**config.mk**
```make
export PLATFORM = sky130hd
export DESIGN_NAME = uart_fifo_pacer
export DESIGN_NICKNAME = d
export VERILOG_FILES = /design/src/rtl/uart_fifo_pacer_pkg.sv /design/src/rtl/uart_fifo_pacer_pace_timer.sv /design/src/rtl/uart_fifo_pacer.sv
export SDC_FILE = /design/constraint.sdc
export NUM_CORES = 1
export LEC_CHECK = 0
export CORE_ASPECT_RATIO = 1.4
export CORE_MARGIN = 2
export CORE_UTILIZATION = 52
export DETAILED_ROUTE_END_ITERATION = 10
export PLACE_DENSITY = 0.86
export SETUP_SLACK_MARGIN = 0.5
export SLEW_MARGIN = 30
export SYNTH_ARGS = -nofsm -noshare
export SYNTH_HDL_FRONTEND = slang
export SYNTH_SLANG_ARGS = --single-unit
```
**constraint.sdc**
```tcl
create_clock -name clk -period 2.9 [get_ports clk]
set_input_delay 0.87 -clock clk [delete_from_list [all_inputs] [get_ports clk]]
set_output_delay 0.87 -clock clk [all_outputs]
set_load 0.02 [all_outputs]
```
**src/rtl/uart_fifo_pacer_pkg.sv**
```systemverilog
// Shared types for the FIFO-to-UART drain stage: FSM state encoding and
// latency-counter sizing, decodable by debug probes elsewhere.
package uart_fifo_pacer_pkg;

  typedef enum logic [2:0] {
    ST_IDLE      = 3'd0,
    ST_ARM       = 3'd1,
    ST_WAIT_DATA = 3'd2,
    ST_SEND      = 3'd3,
    ST_HOLD      = 3'd4
  } state_e;

  // READ_LATENCY is limited to 1..3, so the remaining-cycles counter fits in 2 bits.
  localparam int LAT_W = 2;

  function automatic logic is_busy(input state_e s);
    return (s == ST_WAIT_DATA) || (s == ST_SEND) || (s == ST_HOLD);
  endfunction

endpackage

```
**src/rtl/uart_fifo_pacer_pace_timer.sv**
```systemverilog
// Loadable down-counter that saturates at zero and flags when it gets there.
// The load cycle itself counts as the first elapsed cycle of the interval.
module pace_timer #(
  parameter int W = 24
) (
  input  logic         clk,
  input  logic         reset_n,
  input  logic         load_i,
  input  logic [W-1:0] load_val_i,
  output logic         zero_o
);

  logic [W-1:0] cnt_q, cnt_d;

  always_comb begin
    cnt_d = cnt_q;
    if (load_i) begin
      // Interval N lets the zero flag rise N cycles after the load cycle.
      cnt_d = (load_val_i == '0) ? '0 : load_val_i - W'(1);
    end else if (cnt_q != '0) begin
      cnt_d = cnt_q - W'(1);
    end
  end

  always_ff @(posedge clk or negedge reset_n) begin
    if (!reset_n) begin
      cnt_q <= '0;
    end else begin
      cnt_q <= cnt_d;
    end
  end

  assign zero_o = (cnt_q == '0);

endmodule

```
**src/rtl/uart_fifo_pacer.sv**
```systemverilog
// Drains a single-port byte FIFO into a UART transmitter, one paced byte at a
// time, hiding the FIFO read latency behind a registered tx_data/tx_strobe pair.
module uart_fifo_pacer
  import uart_fifo_pacer_pkg::*;
#(
  parameter int READ_LATENCY = 1,
  parameter int INTERVAL_W   = 24,
  parameter int COUNT_W      = 16
) (
  input  logic                  clk,
  input  logic                  reset_n,
  input  logic                  enable,
  input  logic [INTERVAL_W-1:0] interval,
  input  logic                  fifo_available,
  input  logic                  fifo_write_pending,
  input  logic [7:0]            fifo_read_data,
  output logic                  fifo_read_strobe,
  input  logic                  tx_ready,
  output logic [7:0]            tx_data,
  output logic                  tx_strobe,
  output logic                  busy,
  output logic [COUNT_W-1:0]    sent_count
);

  state_e             state_q, state_d;
  logic [LAT_W-1:0]   lat_q, lat_d;
  logic               pace_zero;
  logic               pace_load;
  logic               capture;

  logic [7:0]         tx_data_q;
  logic               tx_strobe_q;
  logic               busy_q;
  logic [COUNT_W-1:0] sent_count_q;

  pace_timer #(
    .W(INTERVAL_W)
  ) u_pace_timer (
    .clk       (clk),
    .reset_n   (reset_n),
    .load_i    (pace_load),
    .load_val_i(interval),
    .zero_o    (pace_zero)
  );

  always_ff @(posedge clk or negedge reset_n) begin
    if (!reset_n) begin
      state_q <= ST_IDLE;
      lat_q   <= '0;
    end else begin
      state_q <= state_d;
      lat_q   <= lat_d;
    end
  end

  always_comb begin
    state_d = state_q;
    lat_d   = lat_q;
    unique case (state_q)
      ST_IDLE: begin
        if (enable) state_d = ST_ARM;
      end
      ST_ARM: begin
        if (!enable) begin
          state_d = ST_IDLE;
        end else if (fifo_read_strobe) begin
          state_d = ST_WAIT_DATA;
          lat_d   = LAT_W'(READ_LATENCY - 1);
        end
      end
      ST_WAIT_DATA: begin
        if (lat_q == '0) state_d = ST_SEND;
        else             lat_d   = lat_q - LAT_W'(1);
      end
      ST_SEND: begin
        state_d = ST_HOLD;
      end
      ST_HOLD: begin
        // tx_ready may still show idle this cycle even though a byte was just handed over.
        state_d = enable ? ST_ARM : ST_IDLE;
      end
      default: begin
        state_d = ST_IDLE;
      end
    endcase
  end

  always_comb begin
    fifo_read_strobe = (state_q == ST_ARM) && enable && fifo_available && tx_ready
                       && !fifo_write_pending && pace_zero;
    capture          = (state_q == ST_WAIT_DATA) && (lat_q == '0);
    pace_load        = (state_q == ST_SEND);
  end

  // Outputs registered off the next state so tx_strobe and busy line up with SEND/busy states.
  always_ff @(posedge clk or negedge reset_n) begin
    if (!reset_n) begin
      tx_data_q    <= '0;
      tx_strobe_q  <= 1'b0;
      busy_q       <= 1'b0;
      sent_count_q <= '0;
    end else begin
      tx_strobe_q <= (state_d == ST_SEND);
      busy_q      <= is_busy(state_d);
      if (capture) begin
        tx_data_q <= fifo_read_data;
      end
      if (state_d == ST_SEND) begin
        sent_count_q <= sent_count_q + COUNT_W'(1);
      end
    end
  end

  assign tx_data    = tx_data_q;
  assign tx_strobe  = tx_strobe_q;
  assign busy       = busy_q;
  assign sent_count = sent_count_q;

endmodule

```
[Word-level counts from Yosys, hierarchy flattened]
Index checks and enable logic that the tools add are counted.
Operators by class
  add/subtract/negate cells: 4
  eq/ne operators: 10
  multiplexer cells: 13
  reductions and logical operators: 17
Operators with widths (number)
  two-way mux 24 bit: 3
  zero test 24 bit: 2
  subtractor 24 x 1 -> 24 bit, second input constant: 2
  nonzero test 24 bit: 1
  adder 16 x 1 -> 16 bit, second input constant: 1
  case mux 3 bit (5 select lines): 1
  equality test 3 x 2 -> 1 bit, second input constant: 4
  two-way mux 3 bit: 4
  equality test 3 bit, second input constant: 2
  logical AND 1 bit: 6
  two-way mux 2 bit: 3
  inequality test 2 bit, second input constant: 3
  case mux 2 bit (2 select lines): 1
  AND reduction 4 bit: 1
  nonzero test 2 bit: 2
  equality test 3 x 1 -> 1 bit, second input constant: 1
  zero test 3 bit: 1
  zero test 2 bit: 1
  logical OR 1 bit: 2
  subtractor 2 x 1 -> 2 bit, second input constant: 1
  zero test 1 bit: 1
  two-way mux 1 bit: 1
Word-level totals
  flip-flop bits (word level): 55
  input port bits: 38
  output and inout port bits: 27
  word-level logic and storage cells: 51

[Logic depth before layout (Yosys ltp)]
  word-level depth: 12
  gate-level depth with buffers: 8
  gate-level depth less buffers: 7

[By module]
A second synthesis with hierarchy kept.
Unflattened totals
  cell total of the unflattened synthesis: 340
  area, all modules: 3279.4 µm²
Modules (own cells, without submodules)
  pace_timer: times used 1, cells an instance 213, area each 1921.8 µm², sequential area each 600.6 µm²
  uart_fifo_pacer: times used 1, cells an instance 127, area each 1357.6 µm², sequential area each 775.7 µm²

[Least setup slack after synthesis]
No wires, ideal clock.
  kind: in2out
  start: input port enable
  end: output port fifo_read_strobe
  arrival time: 1812 ps
  data required time: 2030 ps
  setup slack: 218 ps
  stages: 4
  cells stage by stage: or4bb_1 > nor3_1 > nand4_1 > inv_1
Between the ends
  word-level cells in the longest chain between the ends: 5
RTL lines
  start, declared: RTL line uart_fifo_pacer.sv:12  | input logic enable,
  logical AND 1 bit (3 in a row): RTL line uart_fifo_pacer.sv:89  | fifo_read_strobe = (state_q == ST_ARM) && enable && fifo_available && tx_ready
  logical AND 1 bit (2 in a row): RTL line uart_fifo_pacer.sv:90  | && !fifo_write_pending && pace_zero;
  end, declared: RTL line uart_fifo_pacer.sv:17  | output logic fifo_read_strobe,
No other way between the ends.

[Final worst setup path]
  start: input port fifo_available
  end: output port fifo_read_strobe
Between the ends
  word-level cells in the longest chain between the ends: 4
RTL lines
  start, declared: RTL line uart_fifo_pacer.sv:14  | input logic fifo_available,
  logical AND 1 bit (2 in a row): RTL line uart_fifo_pacer.sv:89
  logical AND 1 bit (2 in a row): RTL line uart_fifo_pacer.sv:90
No other way between the ends.

==> impl_summary.md <==
Synthesis
The mean instance size in the synthesized netlist is 10.0 um^2. After technology mapping, the gate count stands at approximately 320. The adder-cell share of the synthesized area is 1.98%. The compound-cell area share of the yosys netlist is 9.81%.

Summing the sequential cell areas from Yosys gives 43.5% of the chip area. Counting distinct cell types in the post-synthesis netlist gives 52. The yosys synthesis warning count is 0. By area the synthesized netlist is led by dfrtp_1, xnor2_1, xor2_1. The most common cell in the synthesized netlist is dfrtp_1. The synthesized netlist devotes 23.1% of its cell area to simple gates. In this run, synthesis produced a sequential element count of 55. The synthesized netlist devotes between 15 and 20% of its cell area to XOR and XNOR gates. The top cell type's share of synthesized area is between 40% and 50%. The main combinational cell family by area after synthesis is simple AND/OR/NAND/NOR gates.

The most used flip-flop cell after synthesis is dfrtp_1. After synthesis, the share of cell area in mux cells is 3.84%. Of all flip-flops after synthesis, the portion carrying an async set or reset was between 90% and 100%. The post-synth net total is 358. The post-synth design cell area is 0.00316 mm^2. The cell type with the highest aggregate area in the netlist is dfrtp_1. By count the netlist is led by dfrtp_1, xnor2_1, nor2_1. Yosys mapped a number of flops with a built-in enable equal to 0.

Placement
Summing all placed instances gives a cell area of 0.00413 mm^2. Once detailed placement completed, the half-perimeter wirelength came to 5970 um. The number of buffers inserted by port buffering is 64. At the end of routability-driven placement, the weighted congestion stood at 0.941. Including well taps, the total number of placed cells is 473.

Setup path
Broken down by cell family, the worst path's largest delay share belongs to buffers and inverters. The critical path launch point type is an input pin. Data on the critical path arrives at its endpoint at 1950 ps. Data on the critical path is required at its endpoint by 2030 ps. Traced cell by cell, the critical path runs through clkdlybuf4s50_1 > nand2_1 > nor3_4 > nand4_1 > inv_2 > buf_6.

For this run, the slowest stage of the critical path takes 470 ps. The worst setup path is captured at an output pin. The critical path contains buffers and inverters numbering 3 combined. Along the worst path, the maximum fanout reaches 2.

The worst setup path is of the input pin to output pin kind. The slowest library cell on the worst path is clkdlybuf4s50_1.

Layout
Summing all non-filler instances in the final layout gives an area of between 0.004 and 0.005 mm^2. The final layout contains 458 nets. The post-route netlist has 20.2% of its cells at a drive strength greater than 1.

The number of antenna diodes in the final layout is 0. Leaving out filler cells and counting taps, the final layout contains 486. The layout overhead on the synthesized area is 37.9%. The layout has 421 filler cells.

Pwr
In this run the power density over the cells is approximately 460 mW/mm^2. In this run the static leakage power is around 1.8 nW. The worst-case vdd ir drop is 266 uV.

Floorplanning
The floorplan step set the die width to 69.9 um. After floorplanning, the core was divided into 33 placement rows. After floorplanning, the core was sized to cover 0.00586 mm^2. The starting density of the core is 53.9%. The die covers around 0.0067 mm^2. The floorplan die height is between 90 and 100 um. Pin placement for this block handled 65 I/O pins.

Global routing
Entering global routing, the biggest net connects 25 pins. The global route total overflow is 0. The number of antenna violations at the first check in global routing is 0. Global routing consumed, over all layers together, 24.7% of the routing resources. The first-pass GRT wire length is 13000 um. The number of global-route vias before repair was about 2800.

STA
The setup skew after layout is 13.8 ps. The final number of hold-violating endpoints was 0. Setup repair after global routing could not meet its margin everywhere.

The number of pins exceeding their max-slew limit in the final report is 0. The final clock period utilization by the worst path is 97.4%. Headroom to the max-slew limit came out at 63.1%.

The transition at the pin with the smallest max-transition slack is 554 ps. Setup violations remaining at the end of the flow were counted as 0. After layout, the minimum clock period comes to 2820 ps.

The timing-limited maximum frequency is 354 MHz.

Clock network
The root buffer cell chosen for the clock tree is clkbuf_8. Buffers inserted during clock tree synthesis total 5. The later pin in the worst-skew pair is clocked with a latency of between 300 and 400 ps. The maximum level of the CTS H-tree is 2. After clock tree synthesis, the clock-pin slew on the worst setup and hold paths is 100 ps. TritonCTS built the clock tree. No sink is reached through more buffers than the 2 on the longest clock path. The tree built by TritonCTS fans out to 55 sinks.

Run
The total of max-cap violations is 0.

Drt
The initial DRC count is 202. The final layout contains routed wiring with a total length of 7880 um. The final route contains 2807 vias. The detail-routed via count per cell is 5.78. In the final routed layout, each cell accounts on average for 16.2 um. The detail route stage leaves a number of antenna-violating nets equal to 0.

The number of optimization iterations in the first detailed-route pass is 4. After detailed routing, the number of remaining DRC violations is 0.

Run status
The run finished with clean final reports.

Hold path
The kind of path behind the tightest hold check is flip-flop to flip-flop.
[layout make-up]
class | instances | area, um^2 | share of cell area, %
repair buffers | 103 | 926 | 21.2
clock buffers | 6 | 82.6 | 1.89
flip-flops and latches | 55 | 1380 | 31.6
inverters | 11 | 41.3 | 0.947
well taps | 70 | 87.6 | 2.01
clock inverters | 2 | 35.0 | 0.803
multi-input cells | 239 | 1810 | 41.5
[repair_timing]
item | CTS | global route
pin swaps | 6 | 3
setup endpoints to repair | 20 | 21
gates resized for setup | 22 | 10
buffers inserted | 2 | 3
hold buffers | 0 | 0
[where the power goes]
part	switching [mW]	internal, mW
Combinational	0.241	0.262
Clock	0.243	0.280
Sequential	0.111	0.858
[final timing paths]
path	cells after the start	from	end	slack [ps]
min reg2reg	1	sent_count[15]	sent_count[15]	490
max	6	fifo_available	fifo_read_strobe	80
min in group asynchronous	1	reset_n	tx_data[2]	540
min	1	sent_count[15]	sent_count[15]	490
max reg2reg	8	u_pace_timer.cnt_q[16]	lat_q[1]	540
max in group asynchronous	2	reset_n	u_pace_timer.cnt_q[8]	1700
[flip-flops by register name (all words and copies together), names as in the netlist]
name / count
busy: 1
sent_count: 16
tx_data: 8
u_pace_timer.cnt_q: 24
tx_strobe: 1
lat_q: 2
state_q: 3
[worst register-to-register path, delay by kind of cell (launching register included)]
kind / cells / cell delay [ps]
compound gates: 2 / 390
buf+inv: 3 / 430
flops: 1 / 400
simple gates: 3 / 1030
[routing by layer]
layer | share of wire (%) | GRT usage (%)
met5 | 0 | 0
met4 | 3.6 | 12.2
met3 | 5.6 | 3.56
met2 | 53 | 45.8
met1 | 37 | 27.7
[per-stage QoR]
stage	setup TNS, ps	worst slack [ps]	util, %	power (mW)	hold slack [ps]
finish	0	75.5	74.4	1.99	487
global route	0	18.2	74.4	2.09	512
floorplan	0	251	-	1.24	467
detailed placement	-883	-847	70.5	1.47	479
global placement	-730	-730	70.5	1.44	463
CTS	0	77.9	73.2	1.98	495
[cells by family after synthesis]
kind of cell,Yosys count
simple gates,126
xor+xnor,55
flops,55
compound gates,42
buf+inv,21
mux,11
fa+ha+maj,5
[layout by cell type, fill, tap and decap left out, types with 3 or more instances in the layout]
cell type and n:
dfrtp_1 55, clkdlybuf4s50_1 53, buf_4 39, xnor2_1 31, nor2_1 30, xor2_1 24
nand2_1 16, nand3_1 14, o22ai_1 13, inv_1 9, nand4_1 9, mux2_2 9
a22oi_1 8, nor3_1 7, clkbuf_8 6, or3_1 5, nand3b_1 5, nor3_2 5
nor4_1 5, dlygate4sd2_1 5, o21ai_0 4, and3_1 4, nand4b_1 4, ha_1 4
nor3b_1 3, dlymetal6s2s_1 3
Power figures use the tool's default switching activity.
